[src/rtl/uart_echo_tx_if.sv]
// Enqueue-side bus of the UART echo transmitter: byte strobe in, FIFO status out.
interface uart_echo_tx_if;
    logic [7:0] i_data;
    logic       i_valid;
    logic       o_full;
    logic       o_empty;
    logic       o_overflow;

    modport master (
        output i_data,
        output i_valid,
        input  o_full,
        input  o_empty,
        input  o_overflow
    );

    modport slave (
        input  i_data,
        input  i_valid,
        output o_full,
        output o_empty,
        output o_overflow
    );
endinterface

[src/rtl/uart_echo_tx.sv]
// 8N1 UART transmitter fed by a small byte FIFO; frames run back-to-back while
// bytes are queued, and the serial line is driven straight from a flop.
module uart_echo_tx #(
    parameter int CLK_FREQ = 12000000,
    parameter int BAUD     = 115200,
    parameter int FIFO_AW  = 3
) (
    input  logic            CLK_i,
    input  logic            RST_N_i,
    uart_echo_tx_if.slave   enq,
    output logic            o_busy,
    output logic            UART_TX
);

    localparam int DIV   = CLK_FREQ / BAUD;
    localparam int DEPTH = 2 ** FIFO_AW;
    localparam int CW    = (DIV > 2) ? $clog2(DIV) : 1;

    localparam logic [CW-1:0]      BAUD_LAST = CW'(DIV - 1);
    localparam logic [FIFO_AW:0]   DEPTH_C   = (FIFO_AW + 1)'(DEPTH);
    localparam logic [FIFO_AW:0]   CNT_ZERO  = {(FIFO_AW + 1){1'b0}};
    localparam logic [CW-1:0]      BAUD_ZERO = {CW{1'b0}};

    typedef enum logic [1:0] {
        ST_IDLE  = 2'd0,
        ST_START = 2'd1,
        ST_DATA  = 2'd2,
        ST_STOP  = 2'd3
    } state_t;

    logic [7:0]         mem_r [DEPTH];
    logic [FIFO_AW-1:0] wr_ptr_r;
    logic [FIFO_AW-1:0] rd_ptr_r;
    logic [FIFO_AW:0]   count_r;
    logic [FIFO_AW:0]   count_s;
    logic               full_r;
    logic               empty_r;
    logic               ovf_r;
    logic               wr_en_s;
    logic               pop_s;

    state_t             state_r;
    state_t             state_s;
    logic [CW-1:0]      baud_r;
    logic [CW-1:0]      baud_s;
    logic [2:0]         bit_idx_r;
    logic [2:0]         bit_idx_s;
    logic [7:0]         shreg_r;
    logic [7:0]         shreg_s;
    logic               tx_r;
    logic               tx_s;
    logic               busy_r;
    logic               bit_done_s;

    // A full FIFO drops the write even when a pop frees a slot on the same edge.
    assign wr_en_s    = enq.i_valid & ~full_r;
    assign bit_done_s = (baud_r == BAUD_LAST);

    // Occupancy update for write/pop combinations.
    always_comb begin
        count_s = count_r;
        case ({wr_en_s, pop_s})
            2'b10:   count_s = count_r + (FIFO_AW + 1)'(1'b1);
            2'b01:   count_s = count_r - (FIFO_AW + 1)'(1'b1);
            default: count_s = count_r;
        endcase
    end

    // FIFO storage; contents are dropped by resetting the pointers, not the array.
    always_ff @(posedge CLK_i) begin
        if (wr_en_s) begin
            mem_r[wr_ptr_r] <= enq.i_data;
        end
    end

    // FIFO pointers, occupancy flags and the overflow pulse.
    always_ff @(posedge CLK_i or negedge RST_N_i) begin
        if (!RST_N_i) begin
            wr_ptr_r <= {FIFO_AW{1'b0}};
            rd_ptr_r <= {FIFO_AW{1'b0}};
            count_r  <= CNT_ZERO;
            full_r   <= 1'b0;
            empty_r  <= 1'b1;
            ovf_r    <= 1'b0;
        end else begin
            if (wr_en_s) begin
                wr_ptr_r <= wr_ptr_r + FIFO_AW'(1'b1);
            end
            if (pop_s) begin
                rd_ptr_r <= rd_ptr_r + FIFO_AW'(1'b1);
            end
            count_r <= count_s;
            full_r  <= (count_s == DEPTH_C);
            empty_r <= (count_s == CNT_ZERO);
            ovf_r   <= enq.i_valid & full_r;
        end
    end

    // Frame sequencer: next state, baud/bit counters, shift register and line level.
    always_comb begin
        state_s   = state_r;
        baud_s    = baud_r;
        bit_idx_s = bit_idx_r;
        shreg_s   = shreg_r;
        pop_s     = 1'b0;
        case (state_r)
            ST_IDLE: begin
                baud_s    = BAUD_ZERO;
                bit_idx_s = 3'd0;
                if (!empty_r) begin
                    pop_s   = 1'b1;
                    shreg_s = mem_r[rd_ptr_r];
                    state_s = ST_START;
                end else begin
                    state_s = ST_IDLE;
                end
            end
            ST_START: begin
                if (bit_done_s) begin
                    baud_s    = BAUD_ZERO;
                    bit_idx_s = 3'd0;
                    state_s   = ST_DATA;
                end else begin
                    baud_s = baud_r + CW'(1'b1);
                end
            end
            ST_DATA: begin
                if (bit_done_s) begin
                    baud_s = BAUD_ZERO;
                    if (bit_idx_r == 3'd7) begin
                        state_s = ST_STOP;
                    end else begin
                        bit_idx_s = bit_idx_r + 3'd1;
                        shreg_s   = {1'b0, shreg_r[7:1]};
                    end
                end else begin
                    baud_s = baud_r + CW'(1'b1);
                end
            end
            ST_STOP: begin
                if (bit_done_s) begin
                    baud_s = BAUD_ZERO;
                    // Chain straight into the next start bit when a byte is waiting.
                    if (!empty_r) begin
                        pop_s   = 1'b1;
                        shreg_s = mem_r[rd_ptr_r];
                        state_s = ST_START;
                    end else begin
                        state_s = ST_IDLE;
                    end
                end else begin
                    baud_s = baud_r + CW'(1'b1);
                end
            end
            default: begin
                state_s   = ST_IDLE;
                baud_s    = BAUD_ZERO;
                bit_idx_s = 3'd0;
            end
        endcase

        case (state_s)
            ST_START: tx_s = 1'b0;
            ST_DATA:  tx_s = shreg_s[0];
            default:  tx_s = 1'b1;
        endcase
    end

    // Sequencer state and the registered line/busy outputs.
    always_ff @(posedge CLK_i or negedge RST_N_i) begin
        if (!RST_N_i) begin
            state_r   <= ST_IDLE;
            baud_r    <= BAUD_ZERO;
            bit_idx_r <= 3'd0;
            shreg_r   <= 8'h00;
            tx_r      <= 1'b1;
            busy_r    <= 1'b0;
        end else begin
            state_r   <= state_s;
            baud_r    <= baud_s;
            bit_idx_r <= bit_idx_s;
            shreg_r   <= shreg_s;
            tx_r      <= tx_s;
            busy_r    <= (state_s != ST_IDLE);
        end
    end

    assign enq.o_full     = full_r;
    assign enq.o_empty    = empty_r;
    assign enq.o_overflow = ovf_r;
    assign o_busy         = busy_r;
    assign UART_TX        = tx_r;

endmodule
[src/flat_wrapper.sv]
// flat-port wrapper written by rule: the top's interface ports become plain ports
module uart_echo_tx_flat 
#(
    parameter int CLK_FREQ = 12000000,
    parameter int BAUD     = 115200,
    parameter int FIFO_AW  = 3
)
  (CLK_i, RST_N_i, o_busy, UART_TX, enq_i_data, enq_i_valid, enq_o_full, enq_o_empty, enq_o_overflow);
  uart_echo_tx_if enq_i ();
  input  logic CLK_i;
  input  logic RST_N_i;
  output logic o_busy;
  output logic UART_TX;
  input wire logic [$bits(enq_i.i_data)-1:0] enq_i_data;
  input wire logic [$bits(enq_i.i_valid)-1:0] enq_i_valid;
  output wire logic [$bits(enq_i.o_full)-1:0] enq_o_full;
  output wire logic [$bits(enq_i.o_empty)-1:0] enq_o_empty;
  output wire logic [$bits(enq_i.o_overflow)-1:0] enq_o_overflow;
  assign enq_i.i_data = enq_i_data;
  assign enq_i.i_valid = enq_i_valid;
  assign enq_o_full = enq_i.o_full;
  assign enq_o_empty = enq_i.o_empty;
  assign enq_o_overflow = enq_i.o_overflow;
  uart_echo_tx #(.CLK_FREQ(CLK_FREQ), .BAUD(BAUD), .FIFO_AW(FIFO_AW)) u_core (.CLK_i(CLK_i), .RST_N_i(RST_N_i), .enq(enq_i), .o_busy(o_busy), .UART_TX(UART_TX));
endmodule
[config.mk]
export PLATFORM = sky130hd
export DESIGN_NAME = uart_echo_tx_flat
export DESIGN_NICKNAME = d
export VERILOG_FILES = /design/src/rtl/uart_echo_tx_if.sv /design/src/rtl/uart_echo_tx.sv /design/src/flat_wrapper.sv
export SDC_FILE = /design/constraint.sdc
export NUM_CORES = 1
export LEC_CHECK = 0
export CAP_MARGIN = 0
export CELL_PAD_IN_SITES_DETAIL_PLACEMENT = 1
export CELL_PAD_IN_SITES_GLOBAL_PLACEMENT = 1
export CORE_MARGIN = 2
export CORE_UTILIZATION = 54
export DETAILED_ROUTE_END_ITERATION = 16
export PLACE_DENSITY = 0.79
export SLEW_MARGIN = 20
export SYNTH_ARGS = -nofsm -noshare
export SYNTH_HDL_FRONTEND = slang
export SYNTH_SLANG_ARGS = --single-unit
[constraint.sdc]
create_clock -name CLK_i -period 8.06 [get_ports CLK_i]
set_input_delay 1.209 -clock CLK_i [delete_from_list [all_inputs] [get_ports CLK_i]]
set_output_delay 1.209 -clock CLK_i [all_outputs]
set_load 0.03 [all_outputs]
Yosys cells after proc, flatten, opt, wreduce, memory -nomap -nowiden
Memories as Yosys holds them, arrays and structs flattened.
Index checks and enable logic that the tools add are counted.
{"block": "totals", "regBits": 35, "latchBits": 0, "ramBits": 64, "rom_bits": 0, "inputBits": 11, "out_inout_bits": 5, "elab_cells": 69, "mem_count": 1}
{"name": "u_core.mem_r", "depth": 8, "word_bits": 8, "read_ports": 1, "rd_clocked_by_memory_dff": 0, "wr": 1, "line_no": "uart_echo_tx.sv:31", "source": "logic [7:0] mem_r [DEPTH];"}
{"block": "classes", "add_sub_neg": 6, "mul": 0, "div_mod_pow": 0, "magnitude_cmp": 0, "n_eq_ne": 14, "shifts": 0, "n_mux": 24, "bitwise_logic": 3, "reduce_logical": 8}
{"operator": "8-bit two-way mux", "count": 4}
{"operator": "8-bit one-hot mux with 3 select lines", "count": 1}
{"operator": "7-bit one-hot mux with 2 select lines", "count": 1}
{"operator": "3-bit by 1-bit adder with 3-bit output (second input constant)", "count": 3}
{"operator": "3-bit two-way mux", "count": 3}
{"operator": "3-bit one-hot mux with 3 select lines", "count": 1}
{"operator": "2-bit equality test (second input constant)", "count": 4}
{"operator": "2-bit two-way mux", "count": 4}
{"operator": "2-bit one-hot mux with 4 select lines", "count": 1}
{"operator": "4-bit one-hot mux with 2 select lines", "count": 1}
{"operator": "4-bit AND reduction", "count": 2}
{"operator": "7-bit by 1-bit adder with 7-bit output (second input constant)", "count": 1}
{"operator": "7-bit equality test (second input constant)", "count": 1}
{"operator": "7-bit two-way mux", "count": 1}
{"operator": "2-bit by 1-bit equality test with 1-bit output (second input constant)", "count": 3}
{"operator": "2-bit by 1-bit != test with 1-bit output (second input constant)", "count": 3}
{"operator": "3-bit nonzero test", "count": 2}
{"operator": "1-bit two-way mux", "count": 5}
{"operator": "4-bit by 1-bit adder with 4-bit output (second input constant)", "count": 1}
{"operator": "4-bit equality test (second input constant)", "count": 1}
{"operator": "4-bit logical NOT", "count": 1}
{"operator": "1-bit one-hot mux with 2 select lines", "count": 2}
{"operator": "4-bit by 1-bit subtractor with 4-bit output (second input constant)", "count": 1}
{"operator": "3-bit equality test (second input constant)", "count": 1}
{"operator": "6 further kinds", "count": 7}

Longest topological paths before layout
Gate-level depths: netlist of run 1.
{"block": "depth", "ltp_word": 6, "depth_mapped": 12, "depth_no_buf": 11}

Least setup slack after synthesis of run 1
No wires, ideal clock.
{"block": "synth_timing", "path_type": "input -> register", "start": "input port enq_i_valid", "end": "register u_core.empty_r, in the netlist u_core.enq.o_empty", "setup_ps": 68, "arrival_time_ps": 3063, "required_time_ps": 7992, "slack_ps": 4930, "cell_stages": 9, "cell_sequence": "nor2b_1 inv_1 ha_1 or4b_1 or3_1 a31oi_1 xnor2_1 inv_1 nor2_1"}
{"block": "synth_between", "elab_chain_len": 4, "elab_cells_between_ends": 5}
{"item": "start: declaration", "line_no": "flat_wrapper.sv:15", "source": "input wire logic [$bits(enq_i.i_valid)-1:0] enq_i_valid;"}
{"item": "1-bit bitwise AND *", "line_no": "uart_echo_tx.sv:56", "source": "assign wr_en_s = enq.i_valid & ~full_r;"}
{"item": "2-bit by 1-bit equality test with 1-bit output / 2-bit equality test (equally long branches)", "line_no": "uart_echo_tx.sv:62", "source": "case ({wr_en_s, pop_s})"}
{"item": "4-bit one-hot mux with 2 select lines *", "line_no": "uart_echo_tx.sv:62"}
{"item": "via u_core.count_s[3]", "line_no": "uart_echo_tx.sv:35", "source": "logic [FIFO_AW:0] count_s;"}
{"item": "4-bit logical NOT *", "line_no": "uart_echo_tx.sv:94", "source": "empty_r <= (count_s == CNT_ZERO);"}
{"item": "end signal: assignment", "line_no": "uart_echo_tx.sv:94"}
{"item": "end: declaration", "line_no": "uart_echo_tx.sv:37", "source": "logic empty_r;"}
Mark *: on every way through the listed nets, which the timed path passes. The rest lies on a longest branch.
A chain may end at the register's enable or synchronous reset.

Worst setup path in the final report of run 1
Same ends and word-level chain as after synthesis.

==> summary by stage, run 1 <==
Cells and area
Compared with the post-synthesis result, the final layout area differs by 9.62%. The number of diodes added for antenna fixing is 0. The leading cell type in the layout, fill and taps excluded is edfxtp_1. The share of post-route cells with drive strength above 1 is 0.148. The core occupancy in the finished layout is 0.617. The finished layout holds 427 standard cells, fillers aside. The net count of the finished layout is 343.

After routing the design area is 4820 µm². Leaving out fill and tap cells, the most frequent cells in the layout are edfxtp_1 (64), dfrtp_1 (33), nor2_1 (24). The fill cell instance count of the final layout is 753.

Clocking
The CTS H-tree depth is 3. The tree is rooted in a clkbuf_8. The buffer levels on the longest clock path is 2. The hold buffer count at CTS is 0.

The clock-pin transition on the worst setup and hold timing paths is 0.09 ns. The number of post-CTS setup repair buffers is 0. The insertion delay of the later-clocked pin in the worst-skew pair is 0.36 ns. TritonCTS built the clock tree. For this design, the sink count on the clock tree is 99. The number of cells upsized or downsized after cts is 0.

The total clock buffers created by CTS is 9.

Place
The congestion estimate from routability-driven global placement came to 0.835. The instance area at placement is 4640 µm². The port buffer count is 15. After legalization and detailed placement, the total HPWL measured 5890 µm. The cell total after placement is 411.

Min path
The startpoint identified for the worst hold timing path is u_core.baud_r[0]. The class of the tightest hold or removal check is flop to flop. The worst hold path endpoint is u_core.baud_r[0]. Counting instances, the worst hold path has a depth of 1.

Worst setup path
Walking the worst path, the cells encountered are clkdlybuf4s50_1, nor2b_1, inv_1, ha_1, or4b_1, or3_1, a31oi_1, xnor2_1, inv_1, nor2_1. The setup path with the least slack is of type input pin to flop. The largest delay contributor family on the critical path is simple AND/OR/NAND/NOR gates. The most prevalent standard cell on the critical path is inv_1.

The type of origin of the critical path is an input pin. The count of cells along the worst register-to-register path is 11. The cell at the slowest stage of the critical path is or4b_1.

The largest single stage delay on the critical path is 0.52 ns. Of all nets on the critical path, the largest fanout is 6. The critical path required time is 8.36 ns.

The critical path buffer and inverter count is 3. The setup check on the worst reg-to-reg path leaves a slack of 4.63 ns. The arrival time of data at the critical path endpoint is 3.82 ns.

The beginning of the worst register-to-register path is u_core.state_r[0]. STA classifies the critical path endpoint as a flop. The endpoint identified for the worst register-to-register timing path is u_core.enq.o_empty.

STA
The transition time at the pin with the least slew margin is 1.04 ns. The total count of max-transition violations in the final report is 0. After routing, the total negative slack on setup checks comes to 0 ns. Setup repair after global routing left no endpoint under its margin. The final critical-path required period is 3.52 ns. The total count of hold-check failures in the final report was 0. The achievable frequency is 0.284 GHz. For the final database, setup skew stands at 0.00753 ns. The share of the cycle needed by the critical path after routing is 0.437. The worst pin sits at a relative slew slack of 0.307.

The final setup violation count is 0.

Synth
Synthesis produced a netlist whose cell count is 301. Yosys mapped a number of flops with a built-in enable equal to 64. Averaged over all synthesized cells, the footprint is 14.6 µm². The post-synthesis cell area is 4400 µm².

The synthesis warning total is 0. Counting flops and latches in the post-synthesis netlist gives 99. The share of the Yosys chip area taken by registers is 0.637. Synthesis produced a netlist with a net count of 324. The commonest register cell after synthesis is edfxtp_1. For this run, asynchronously set or reset flops after synthesis account for 0.354. The unique cell type count in the Yosys netlist is 55.

Routing
The number of vias after detailed routing is 2550. Before antenna repair, the detailed router went through 4 iterations. The average via count per standard cell is 5.97. The DRC violation count after routing is 0.

The count of antenna-violating nets left after detailed routing is 0. Summed over all layers, the routed wires come to 8710 µm. The detailed router's first-iteration violation count is 142. After detailed routing, the average wire length per cell comes to 20.4 µm.

Floorplanning
The core area is 7810 µm². For this configuration, the core starts out at a cell density of 0.563. The die outline width is 94.2 µm. The count of boundary I/O pins is 16. Measured along the y axis, the die boundary spans 94.2 µm. The die covers 8880 µm². After floorplanning, the core was divided into 32 placement rows.

GRT
The maximum number of pins on one net before global-route repair is 36. The number of antenna violations at the first check in global routing is 0. The number of global-route vias before repair is 2791. The overall fraction of global-route tracks in use is 0.224.

The remaining global-route overflow is 0. The first global-routing pass estimated 14500 µm of wire.

Power and ir drop
The peak supply drop is 0.000159 V. The overall power consumption is 1.15 mW. The leakage power is 1.75 nW. In this run the power density over the cells is 239 nW/µm².

Outcome
The run finished with clean final reports.

Run
The number of violations of the max-capacitance limit is 0.
[routing by layer]
metal  part of all wire  wire length (µm)  vias up  global-route usage
li1                   -                 -     1176                   -
met3              0.038               327       12              0.0385
met1               0.45              3920     1317               0.306
met4              0.019               163        0              0.0833
met5                  0                 0        -                   0
met2               0.49              4300       45               0.362
[worst max path at each step]
stage,from,to,slack (ns),cells after the start
CTS,enq_i_valid,u_core.enq.o_empty,4.54,10
detailed placement,enq_i_valid,u_core.enq.o_empty,4.15,10
global placement,enq_i_valid,u_core.enq.o_empty,4.33,10
global route,u_core.state_r[0],u_core.enq.o_empty,4.37,11
finish,enq_i_valid,u_core.enq.o_empty,4.54,10
floorplan,enq_i_valid,u_core.enq.o_empty,4.93,9
[where the power goes]
part / switching, mW / total (mW) / leakage (nW) / internal (mW)
clock network: 0.179 / 0.296 / 0.0902 / 0.117
logic: 0.112 / 0.191 / 0.657 / 0.0791
registers: 0.0422 / 0.662 / 1.00 / 0.620
[sequential cells by signal, indices dropped and copies added, names as in the netlist, 2 cells and up]
name,cells
u_core.wr_ptr_r,3
u_core.bit_idx_r,3
u_core.shreg_r,8
u_core.baud_r,7
u_core.rd_ptr_r,3
u_core.count_r,4
u_core.state_r,2
u_core.mem_r,64
[worst reg2reg max path, cell delays in order (launching register included)]
cell,delay [ns]
dfrtp_1,0.50
inv_1,0.12
ha_1,0.40
a41oi_2,0.57
nor3_2,0.16
ha_1,0.26
or4b_1,0.53
or3_1,0.33
a31oi_1,0.17
xnor2_1,0.16
inv_1,0.07
nor2_1,0.11
[cell usage after synthesis, types with 5 or more instances]
cell,number,area (µm²)
mux4_2,15,338
nor2_1,24,90.1
a22o_1,6,52.6
edfxtp_1,64,1920
clkbuf_1,5,18.8
o21ai_0,12,60.1
a21oi_1,7,35.0
mux2i_1,9,90.1
inv_1,9,33.8
xnor2_1,8,70.1
ha_1,12,150
nand2_1,23,86.3
dfrtp_1,33,826
nor3_1,7,35.0
[metrics by stage]
stage	setup slack [ns]	hold slack, ns
2_1_floorplan	4.93	0.430
3_3_place_gp	4.33	0.454
3_5_place_dp	4.15	0.460
4_1_cts	4.54	0.474
5_1_grt	4.37	0.491
6_report	4.54	0.466
[cell families (layout without fill, tap and decap cells)]
family | Yosys count | in the layout | synth area share
compound gates | 47 | 47 | 0.0731
mux | 29 | 29 | 0.110
buf+inv | 19 | 43 | 0.0199
simple gates | 82 | 82 | 0.0968
xor+xnor | 13 | 13 | 0.0290
flops | 99 | 99 | 0.637
fa+ha+maj | 12 | 12 | 0.0341
[layout make-up]
class | instances | area, µm² | share of cell area
sequential | 99 | 2800 | 0.581
multi-input combinational | 183 | 1510 | 0.313
timing repair buffer | 18 | 168 | 0.0348
tap | 102 | 128 | 0.0265
clock buffer | 9 | 124 | 0.0257
clock inverter | 7 | 57.6 | 0.0119
inverter | 9 | 33.8 | 0.00701
No activity file was read; power rests on OpenSTA's default activity.
==> run 2, diff against run 1 <==
Settings changed: CORE_UTILIZATION 54 to 46, PLACE_DENSITY 0.79 to 0.71.
Clock period 8.06 ns to 2.9 ns, I/O delays scaled along.
==> run 2 against run 1 <==
Net effect:
- die area is 17% higher
- final area increased by 5.4%
- global-route usage decreased by 2.8 points
- cell count grew 11%
- non-clock buffer count up 18
- sequential power rose to 2.8 times the previous value
- largest power group unchanged
- clock power rose to 3.3 times the previous value
==> summary by stage, run 2 (synthesis results as in run 1) <==
Worst setup path
Along the worst path, the maximum fanout reaches 5. In this design, the largest share of critical-path delay is due to simple AND/OR/NAND/NOR gates. The worst setup slack for register-to-register paths is 0.12 ns. The cell at the slowest stage of the critical path is or4b_1. The type of origin of the critical path is a flop. Counting both buffers and inverters, the worst setup path holds a total of 1. The critical path crosses 11 cells after its start point. The critical path required time is 3.22 ns. Measured in cells, the most critical reg-to-reg path has a length of 11. The highest cell delay on the worst timing path is 0.54 ns. The worst setup path is captured at a flop. By instance count, the cell type seen most on the critical path is ha_2.

At the worst endpoint, the arrival time is 3.09 ns. The critical setup path kind is flop to flop. The signal on the critical path passes through ha_2, and3_4, a41oi_4, nor3_2, ha_2, or4b_1, or3_4, a31oi_4, xnor2_2, inv_1, nor2_1.

Routing
For this block, the via count after detailed routing is 2599. The mean routed wirelength per cell is 19.5 µm. The count of nets left with antenna violations once routing finished came out at 0. The detailed router's first-iteration violation count is 93. For this run, design rule violations remaining after detail routing come to 0. After detailed routing, the total wire length is 9220 µm.

The detailed-routing iteration count for the pre-antenna-repair pass is 4. The average via count per standard cell is 5.51.

Clocking
TritonCTS built the clock tree. The number of clock buffers added by TritonCTS is 9. The H-tree generated during clock tree synthesis spans 3 levels. The insertion delay of the later-clocked pin in the worst-skew pair is 0.37 ns. The tree built by TritonCTS fans out to 99 sinks. The clock-pin transition on the worst setup and hold timing paths is 0.11 ns.

The tree is rooted in a clkbuf_8. The buffer levels on the longest clock path is 2.

Cells and area
The final design area excluding fillers is 5080 µm². The number of diodes added for antenna fixing is 0. Leaving out fill and tap cells, the most frequent cells in the layout are edfxtp_1 (64), dfrtp_1 (33), nor2_1 (24). Leaving out fill and tap cells, the most frequent cell in the layout is edfxtp_1. The core occupancy in the finished layout is 0.550. The number of flip-flops under the largest register name is 64. The non-filler instance count after layout is 472. The largest register by flop count is u_core.mem_r. The largest registers in the layout are u_core.mem_r: 64 flops, u_core.shreg_r: 8 flops, u_core.baud_r: 7 flops.

The share of post-route cells with drive strength above 1 is 0.210. The layout overhead on the synthesized area is 15.5%. At the end of the flow, the number of nets in the layout was 361.

Power and ir drop
The switching power share of the total is 0.291. The ratio of total power to cell area is 670 nW/µm². The power spent charging and discharging nets is 0.991 mW. The internal power summed over all cells is 2.41 mW. The portion of total power attributed to the clock network is 0.286.

The share of total power dissipated in combinational logic is 0.173. The share of total power dissipated in sequential elements is 0.541. The leakage power is 1.87 nW. The peak supply drop is 0.000455 V.

STA
The clock arrives with 0.0124 ns of skew. The final critical-path required period is 2.78 ns. The hold slack is 0.125 ns. The total count of max-transition violations in the final report was 0. For the pin with the worst max-slew slack, the measured transition is 0.784 ns. Of the available clock period, the critical path in the final layout requires 0.957.

The total count of hold-check failures in the final report is 0. Setup violations remaining at the end of the flow were counted as 0. The final setup slack of the worst path is 0.124 ns.

Derived from the worst setup path, the maximum achievable clock frequency is 0.360 GHz. The normalized max-slew margin is 0.478.

Floorplanning
The region available for standard cell placement spans 9240 µm². For this design the top-level I/O count stands at 16. The number of cell rows is 35. The die outline width is 102 µm. For this configuration, the core starts out at a cell density of 0.476. The area of the die is 10400 µm². The chip height is 102 µm.

GRT
For this run, the total global-route usage over all layers was measured as 0.195. The global-route wire length before repair is 14900 µm. Entering global routing, the biggest net connects 36 pins. The number of antenna violations at the first check in global routing is 0. The number of global-route vias before repair was 2838.

The remaining global-route overflow is 0.

Place
The worst slack at placement is 0.0359 ns. The count of buffers added on input and output ports is 15. The instance area at placement is 4800 µm². The global placement routability congestion is 0.722. The post-DP HPWL is 6340 µm.

Counting tap cells, the placed design contains a total of 455 instances.

Outcome
The run finished with clean final reports.

Run
The number of violations of the max-capacitance limit is 0.

Min path
The class of the tightest hold or removal check is input pin to async pin.
## run 2: final timing paths
| path | startpoint | end |
|---|---|---|
| min | RST_N_i | u_core.baud_r[5] |
| max | u_core.baud_r[0] | u_core.enq.o_empty |
| max reg2reg | u_core.baud_r[0] | u_core.enq.o_empty |
| max in group asynchronous | RST_N_i | u_core.baud_r[6] |
| min reg2reg | u_core.shreg_r[3] | u_core.shreg_r[2] |
| min in group CLK_i | u_core.shreg_r[3] | u_core.shreg_r[2] |
## run 2: repair_timing
item | CTS | global route
endpoints found under the setup margin | 0 | 3
resized for setup | 0 | 7
buffers inserted | 0 | 1
hold buffers | 0 | 0
## run 2: per-stage QoR
| stage | power [mW] | setup TNS (ns) |
|---|---|---|
| after floorplan | 2.20 | 0 |
| final | 3.41 | 0 |
| after detailed placement | 2.46 | 0 |
| after global placement | 2.42 | 0 |
| after CTS | 3.43 | 0 |
| after global routing | 3.58 | -0.0130 |
## run 2: per-layer routing
| layer | vias to the layer above | wire (µm) | global-route usage | share of wire |
|---|---|---|---|---|
| met5 | - | 0 | 0 | 0 |
| met4 | 0 | 160 | 0.0613 | 0.017 |
| met3 | 15 | 281 | 0.0469 | 0.030 |
| met2 | 34 | 4760 | 0.336 | 0.52 |
| met1 | 1339 | 4020 | 0.245 | 0.44 |
| li1 | 1211 | - | - | - |
## run 2: worst register-to-register path: cells and delay by family (launching register included)
family | cells | cell delay (ns)
compound gates | 2 | 0.40
xor+xnor | 1 | 0.13
fa+ha+maj | 2 | 0.41
buf+inv | 1 | 0.08
flops | 1 | 0.40
simple gates | 5 | 1.30
## run 2: power groups by stage
stage,sequential (mW),clock (mW),combinational [mW]
2_1_floorplan,1.84,0,0.351
3_3_place_gp,1.86,0,0.562
3_5_place_dp,1.87,0,0.584
4_1_cts,1.84,1.00,0.589
5_1_grt,1.87,1.05,0.655
6_report,1.84,0.973,0.591
## run 2: area by class of cell
| type | instances | area (µm²) |
|---|---|---|
| Multi-Input combinational cell | 183 | 1550 |
| Sequential cell | 99 | 2800 |
| Timing Repair Buffer | 36 | 303 |
| Fill cell | 899 | 4160 |
| Clock buffer | 9 | 124 |
| Tap cell | 129 | 161 |
| Clock inverter | 7 | 105 |
| Inverter | 9 | 33.8 |
